`src/rtl/qspi_psram_write.sv`:
```
// qspi_psram_write: quad-mode PSRAM writer (cmd on IO0, addr+data on IO[3:0]) fed through a one-byte valid/ready buffer
module qspi_psram_write #(
   parameter int ADDR_BITS = 24,
   parameter logic [7:0] WRITE_CMD = 8'h38
) (
   input  logic                 clk,
   input  logic                 rstn,
   output logic [3:0]           spi_data_out,
   output logic [3:0]           spi_data_oe,
   output logic                 spi_select,
   output logic                 spi_clk_out,
   input  logic                 use_neg_spi_clk,
   input  logic [ADDR_BITS-1:0] addr_in,
   input  logic                 start_write,
   input  logic                 stop_write,
   input  logic [7:0]           data_in,
   input  logic                 data_valid,
   output logic                 data_ready,
   output logic                 stalled
);
   localparam int NIB = ADDR_BITS / 4;
   localparam int CW = $clog2(NIB > 8 ? NIB : 8);
   typedef enum logic [1:0] {IDLE, CMD, ADDR, DATA} state_t;
   state_t state;
   logic [CW-1:0] cnt;
   logic [7:0] cmd_sh, buf_q;
   logic [3:0] low_q;
   logic [ADDR_BITS-1:0] addr_sh;
   logic buf_full, sclk, sclk_n, low_nib, accept, edge_b;
   assign data_ready = (state != IDLE) && !buf_full;
   assign accept = data_valid && data_ready;
   assign spi_select = (state == IDLE);
   assign spi_clk_out = use_neg_spi_clk ? sclk_n : sclk;
   assign edge_b = sclk && ((state == ADDR && cnt == '0) || (state == DATA && low_nib));
   always_ff @(posedge clk) begin
      if (!rstn || stop_write) begin
         state <= IDLE;
         cnt <= '0;
         cmd_sh <= '0;
         addr_sh <= '0;
         buf_q <= '0;
         low_q <= '0;
         buf_full <= 1'b0;
         sclk <= 1'b0;
         low_nib <= 1'b0;
         stalled <= 1'b0;
         spi_data_out <= '0;
         spi_data_oe <= '0;
      end else begin
         if (accept) begin
            buf_q <= data_in;
            buf_full <= 1'b1;
         end
         sclk <= (state != IDLE) && !stalled && !sclk;
         unique case (state)
            IDLE: if (start_write) begin
               state <= CMD;
               cnt <= CW'(7);
               cmd_sh <= WRITE_CMD << 1;
               addr_sh <= addr_in;
               spi_data_oe <= 4'b0001;
               spi_data_out <= {3'b000, WRITE_CMD[7]};
            end
            CMD: if (sclk) begin
               if (cnt == '0) begin
                  state <= ADDR;
                  cnt <= CW'(NIB - 1);
                  spi_data_oe <= 4'b1111;
                  spi_data_out <= addr_sh[ADDR_BITS-1 -: 4];
                  addr_sh <= addr_sh << 4;
               end else begin
                  cnt <= cnt - 1'b1;
                  spi_data_out <= {3'b000, cmd_sh[7]};
                  cmd_sh <= cmd_sh << 1;
               end
            end
            ADDR: if (sclk) begin
               if (cnt == '0) begin
                  state <= DATA;
               end else begin
                  cnt <= cnt - 1'b1;
                  spi_data_out <= addr_sh[ADDR_BITS-1 -: 4];
                  addr_sh <= addr_sh << 4;
               end
            end
            DATA: if (sclk && !low_nib) begin
               low_nib <= 1'b1;
               spi_data_out <= low_q;
            end
         endcase
         if (buf_full && (stalled || edge_b)) begin
            low_q <= buf_q[3:0];
            buf_full <= 1'b0;
            stalled <= 1'b0;
            low_nib <= 1'b0;
            spi_data_out <= buf_q[7:4];
         end else if (edge_b) begin
            stalled <= 1'b1;
         end
      end
   end
   always_ff @(negedge clk) begin
      if (!rstn) sclk_n <= 1'b0;
      else sclk_n <= sclk;
   end
endmodule

```
`config.mk`:
```
export PLATFORM = sky130hd
export DESIGN_NAME = qspi_psram_write
export DESIGN_NICKNAME = d
export VERILOG_FILES = /design/src/rtl/qspi_psram_write.sv
export SDC_FILE = /design/constraint.sdc
export NUM_CORES = 1
export LEC_CHECK = 0
export CAP_MARGIN = 20
export CORE_ASPECT_RATIO = 1.4
export CORE_MARGIN = 8
export CORE_UTILIZATION = 40
export DETAILED_ROUTE_END_ITERATION = 16
export PLACE_DENSITY = 0.66
export SLEW_MARGIN = 20
export SYNTH_ARGS = -nofsm -noshare
export SYNTH_HDL_FRONTEND = slang
export SYNTH_SLANG_ARGS = --single-unit
```
`constraint.sdc`:
```
create_clock -name clk -period 2.15 [get_ports clk]
set_input_delay 0.5375 -clock clk [delete_from_list [all_inputs] [get_ports clk]]
set_output_delay 0.5375 -clock clk [all_outputs]
set_load 0.02 [all_outputs]
```
* Yosys cells after proc, flatten, opt, wreduce, memory -nomap -nowiden
Index checks and enable logic that the tools add are counted.
** Storage, ports and cells
- Bits in registers :: 62
- Bits in latches :: 0
- Memory bits (writable) :: 0
- Memory bits (read-only) :: 0
- Input bits :: 38
- Logic and storage cells :: 94
- Memories kept :: 0
** Cells by class
- $add $sub $neg :: 1
- $mul :: 0
- Divide/modulo/power cells :: 0
- Order comparisons :: 0
- Eq/ne operators :: 15
- Shifts and indexed selects :: 0
- Muxes and demuxes :: 35
- Bitwise logic cells :: 0
- Reduce and logical (&&, ||, !) cells :: 30
** Operator list (number)
- $mux W24 :: 5
- $pmux W24 S3 :: 1
- $mux W4 :: 10
- $mux W8 :: 3
- $pmux W4 S4 :: 1
- $pmux W8 S2 :: 1
- $mux W3 :: 5
- $reduce_and A6 Y1 :: 2
- $mux W2 :: 5
- $ne A2 B2 Y1 const B :: 5
- $reduce_and A5 Y1 :: 2
- $logic_and A1 B1 Y1 :: 9
- $pmux W3 S3 :: 1
- $pmux W4 S2 :: 1
- $reduce_and A4 Y1 :: 2
- $ne A3 B1 Y1 const B :: 2
- $ne A3 B2 Y1 const B :: 2
- $pmux W2 S3 :: 1
- $logic_not A1 Y1 :: 5
- $eq A2 B2 Y1 const B :: 2
- $ne A2 B1 Y1 const B :: 2
- $reduce_bool A2 Y1 :: 2
- $logic_not A3 Y1 :: 1
- $logic_or A1 B1 Y1 :: 3
- other kinds (8) :: 8

* Logic depth before layout (Yosys ltp)
Gate-level depths: netlist of run 1.
- Depth after elaboration :: 8
- Mapped depth :: 9
- Gate-level depth less buffers :: 6

==> reports/qor.csv, run 1 <==
stage,metric,value,unit
worst_setup_path,crit_buf_inv,1,
run,cap_viol_max_count,0,
synthesis,avgSynthCellArea,9.93,um^2
worst_setup_path,crit_path_start,sclk_n,
power,p_clk_share,27.3,%
layout,fin_util,51.9,%
synthesis,yosys-top-cells-area,"dfxtp_1 (40%), mux2i_1 (9.2%), a211oi_2 (7.1%)",
synthesis,synth_top_area_share,39.8,%
worst_setup_path,required,1.61,ns
synthesis,synth_edf_count,0,
worst_setup_path,cp_top_family,flip-flops,
synthesis,ys_seq_area_share,39.8,%
cts,cts_tree,done,
layout,stdcell_count,436,
synthesis,yosysUniqueCellTypes,46,
die,io_pins,50,
global_routing,grt.total_usage,13.0,%
synthesis,syn_nets,330,
placement,place_ws,-0.525,ns
worst_setup_path,start_kind,register,
route,via_per_inst,5.18,
synthesis,syn_area,2820,um^2
worst_setup_path,crit_path_max_incr_delay,0.29,ns
worst_hold_path,min_path_type,register to register,
route,avgRoutedWirePerCell,14.2,um
power,ir_worst_vdd,0.000343,V
worst_setup_path,cp_slowest_cell,dfxtp_1,
worst_setup_path,r2r-start,state[1],
layout,diodes,0,
cts,clk_pin_slew,0.11,ns
power,netSwitchingFraction,30.2,%
power,seq_power_share,48.8,%
timing,rsz0062_at_grt,yes,
worst_setup_path,crit_type,register to primary output,
cts,clk_latency,0.37,ns
global_routing,grt_max_degree,29,
status,status,finished with violations,
worst_setup_path,crit_arrival,2.11,ns
power,power.static_leakage,1.25,nW
layout,drive_above_1_share,22.0,%
timing,fin_skew,0.0597,ns
power,p_switching,693,uW
synthesis,async_flop_share,0,%
timing,setup_viol,1,
route,drt_pass1_iterations,4,
die,die_w,87.0,um
layout,final_nets,386,
cts,cts_sinks,56,
layout,mostFrequentLayoutCells,"dfxtp_1 (54), clkdlybuf4s50_1 (46), nand2_1 (26), a21oi_1 (26), mux2i_1 (26)",
route,drc_errors,0,
worst_hold_path,min_from,buf_q[4],
power,pwr-share-comb,23.9,%
synthesis,yosysTopAreaCell,dfxtp_1,
power,power.total,2.29,mW
cts,cts_buffers,5,
global_routing,grt_pass1_vias,2304,
power,p_int,1.60,mW
global_routing,antenna_found_initial,0,
cts,htree_levels,2,
timing,setup_slack,-0.502,ns
route,drt_wl_total,6200,um
synthesis,yosys_register_bits,56,
layout,area.growth.synth_to_final,26.8,%
die,start_util,40.9,%
power,cellPowerDensity,641,nW/um^2
timing,max_slew_margin,65.2,%
synthesis,synth_cells,284,
status,violations,negative setup slack,
timing,slew_viol_final,0,
timing,hold_violations,0,
placement,portBuffers,49,
layout,final_common_cell,dfxtp_1,
global_routing,grt_pass1_wl,10700,um
die,rows,36,
die,fp.dieH,115,um
route,via_count,2258,
timing,worst-slew-pin-transition,0.519,ns
route,final_antenna_net_count,0,
placement,gp_congestion,0.817,
worst_setup_path,end_kind,primary output,
synthesis,synth_warnings,0,
die,fp.coreArea,6890,um^2
die,die_area,10000,um^2
placement,dp.cells,426,
route,drt_iter0_markers,96,
worst_setup_path,cp_max_fo,1,
timing,hold_ws,0.462,ns
cts,clockBufferDepth,2,
placement,hpwl,4540,um
global_routing,grt.overflow.total,0,
worst_setup_path,path_cells,mux2_4 -> buf_6,
synthesis,synthFlopType,dfxtp_1,
cts,cts_root_buf,clkbuf_8,
[layout make-up]
cell class / instances / area [um^2]
Clock inverter: 4 / 30.0
Sequential cell: 56 / 1120
Multi-Input combinational cell: 200 / 1540
Tap cell: 95 / 119
Fill cell: 657 / 3320
Timing Repair Buffer: 70 / 673
Clock buffer: 5 / 68.8
Inverter: 6 / 22.5
[power groups by stage]
stage	clock network [mW]	registers (mW)	logic [mW]
after floorplan	0.00582	1.13	0.387
after global placement	0.00582	1.14	0.535
after detailed placement	0.00582	1.14	0.541
after CTS	0.643	1.12	0.541
after global routing	0.685	1.12	0.601
final	0.625	1.12	0.548
[cells in the mapped netlist, types with 2 or more instances]
cell	number
nand2b_1	5
o221a_2	2
dfxtp_1	56
o21bai_1	2
and2_1	8
nand2_1	26
a211oi_2	16
a21oi_1	26
nor2_1	13
buf_6	3
a2111oi_0	2
a221o_1	4
buf_12	2
nand3_1	6
clkbuf_1	7
buf_2	4
nor3b_1	4
nor3_1	4
buf_1	3
inv_1	7
o21ai_2	4
mux2i_1	26
buf_4	2
ha_1	8
a22o_1	3
a211oi_1	8
o21ai_0	4
a311oi_2	2
a21oi_2	10
[path summary, 6_finish.rpt]
kind,end,slack (ns),cells after the start
max,spi_clk_out,-0.50,2
min,buf_q[4],0.46,2
max reg2reg,addr_sh[23],0.14,8
min reg2reg,buf_q[4],0.46,2
[logic make-up after synthesis]
logic type	Yosys count	synth area share, %
fa+ha+maj	8	3.55
buf+inv	28	6.13
flops	56	39.8
simple gates	75	13.8
compound gates	90	27.1
mux	27	9.63
[metrics by stage]
step / instance area [um^2] / TNS, ns
2_1_floorplan: 2820 / -0.0204
3_3_place_gp: 3460 / -1.32
3_5_place_dp: 3460 / -1.49
4_1_cts: 3550 / -0.513
5_1_grt: 3570 / -0.551
6_report: 3570 / -0.502
[metal layers]
metal  routed length (um)  vias to the layer above  global-route usage, %
met5                    0                        -                      0
met4                   83                        0                   4.38
met3                  280                        8                   3.15
met2                 2990                       39                   21.5
met1                 2850                     1068                   16.0
li1                     -                     1143                      -
[sequential cells by signal, summed over array words and instances (netlist names)]
| register | cells |
|---|---|
| sclk_n | 1 |
| buf_q | 8 |
| spi_data_oe | 2 |
| addr_sh | 24 |
| sclk | 1 |
| stalled | 1 |
| low_nib | 1 |
| buf_full | 1 |
| state | 2 |
| spi_data_out | 4 |
| cnt | 3 |
| cmd_sh | 4 |
| low_q | 4 |
[tightest hold or removal path: cells and delay by family, from the launching register on]
kind	cells	cell delay, ns
AO/OA/AOI/OAI	1	0.05
flip-flops	1	0.33
AND/OR/NAND/NOR	1	0.05
[timing repair]
action | 4_1_cts | 5_1_grt
buffers inserted | 0 | 1
pin swaps | 0 | 1
hold buffers | 0 | 0
hold endpoints to repair | 0 | 0
endpoints found under the setup margin | 3 | 23
cloned | 0 | 1
gates resized for setup | 9 | 4
Note: power is estimated with default switching activity, not from simulation.
==> run 2, diff against run 1 <==
--- a/config.mk
+++ b/config.mk
@@ -9,6 +9,7 @@
 export CORE_ASPECT_RATIO = 1.4
 export CORE_MARGIN = 8
 export CORE_UTILIZATION = 40
+export CTS_CLUSTER_SIZE = 30
 export DETAILED_ROUTE_END_ITERATION = 16
 export PLACE_DENSITY = 0.66
 export SLEW_MARGIN = 20
==> results of run 2 <==
The final DEF is identical to that of run 1; final timing and power are the same.
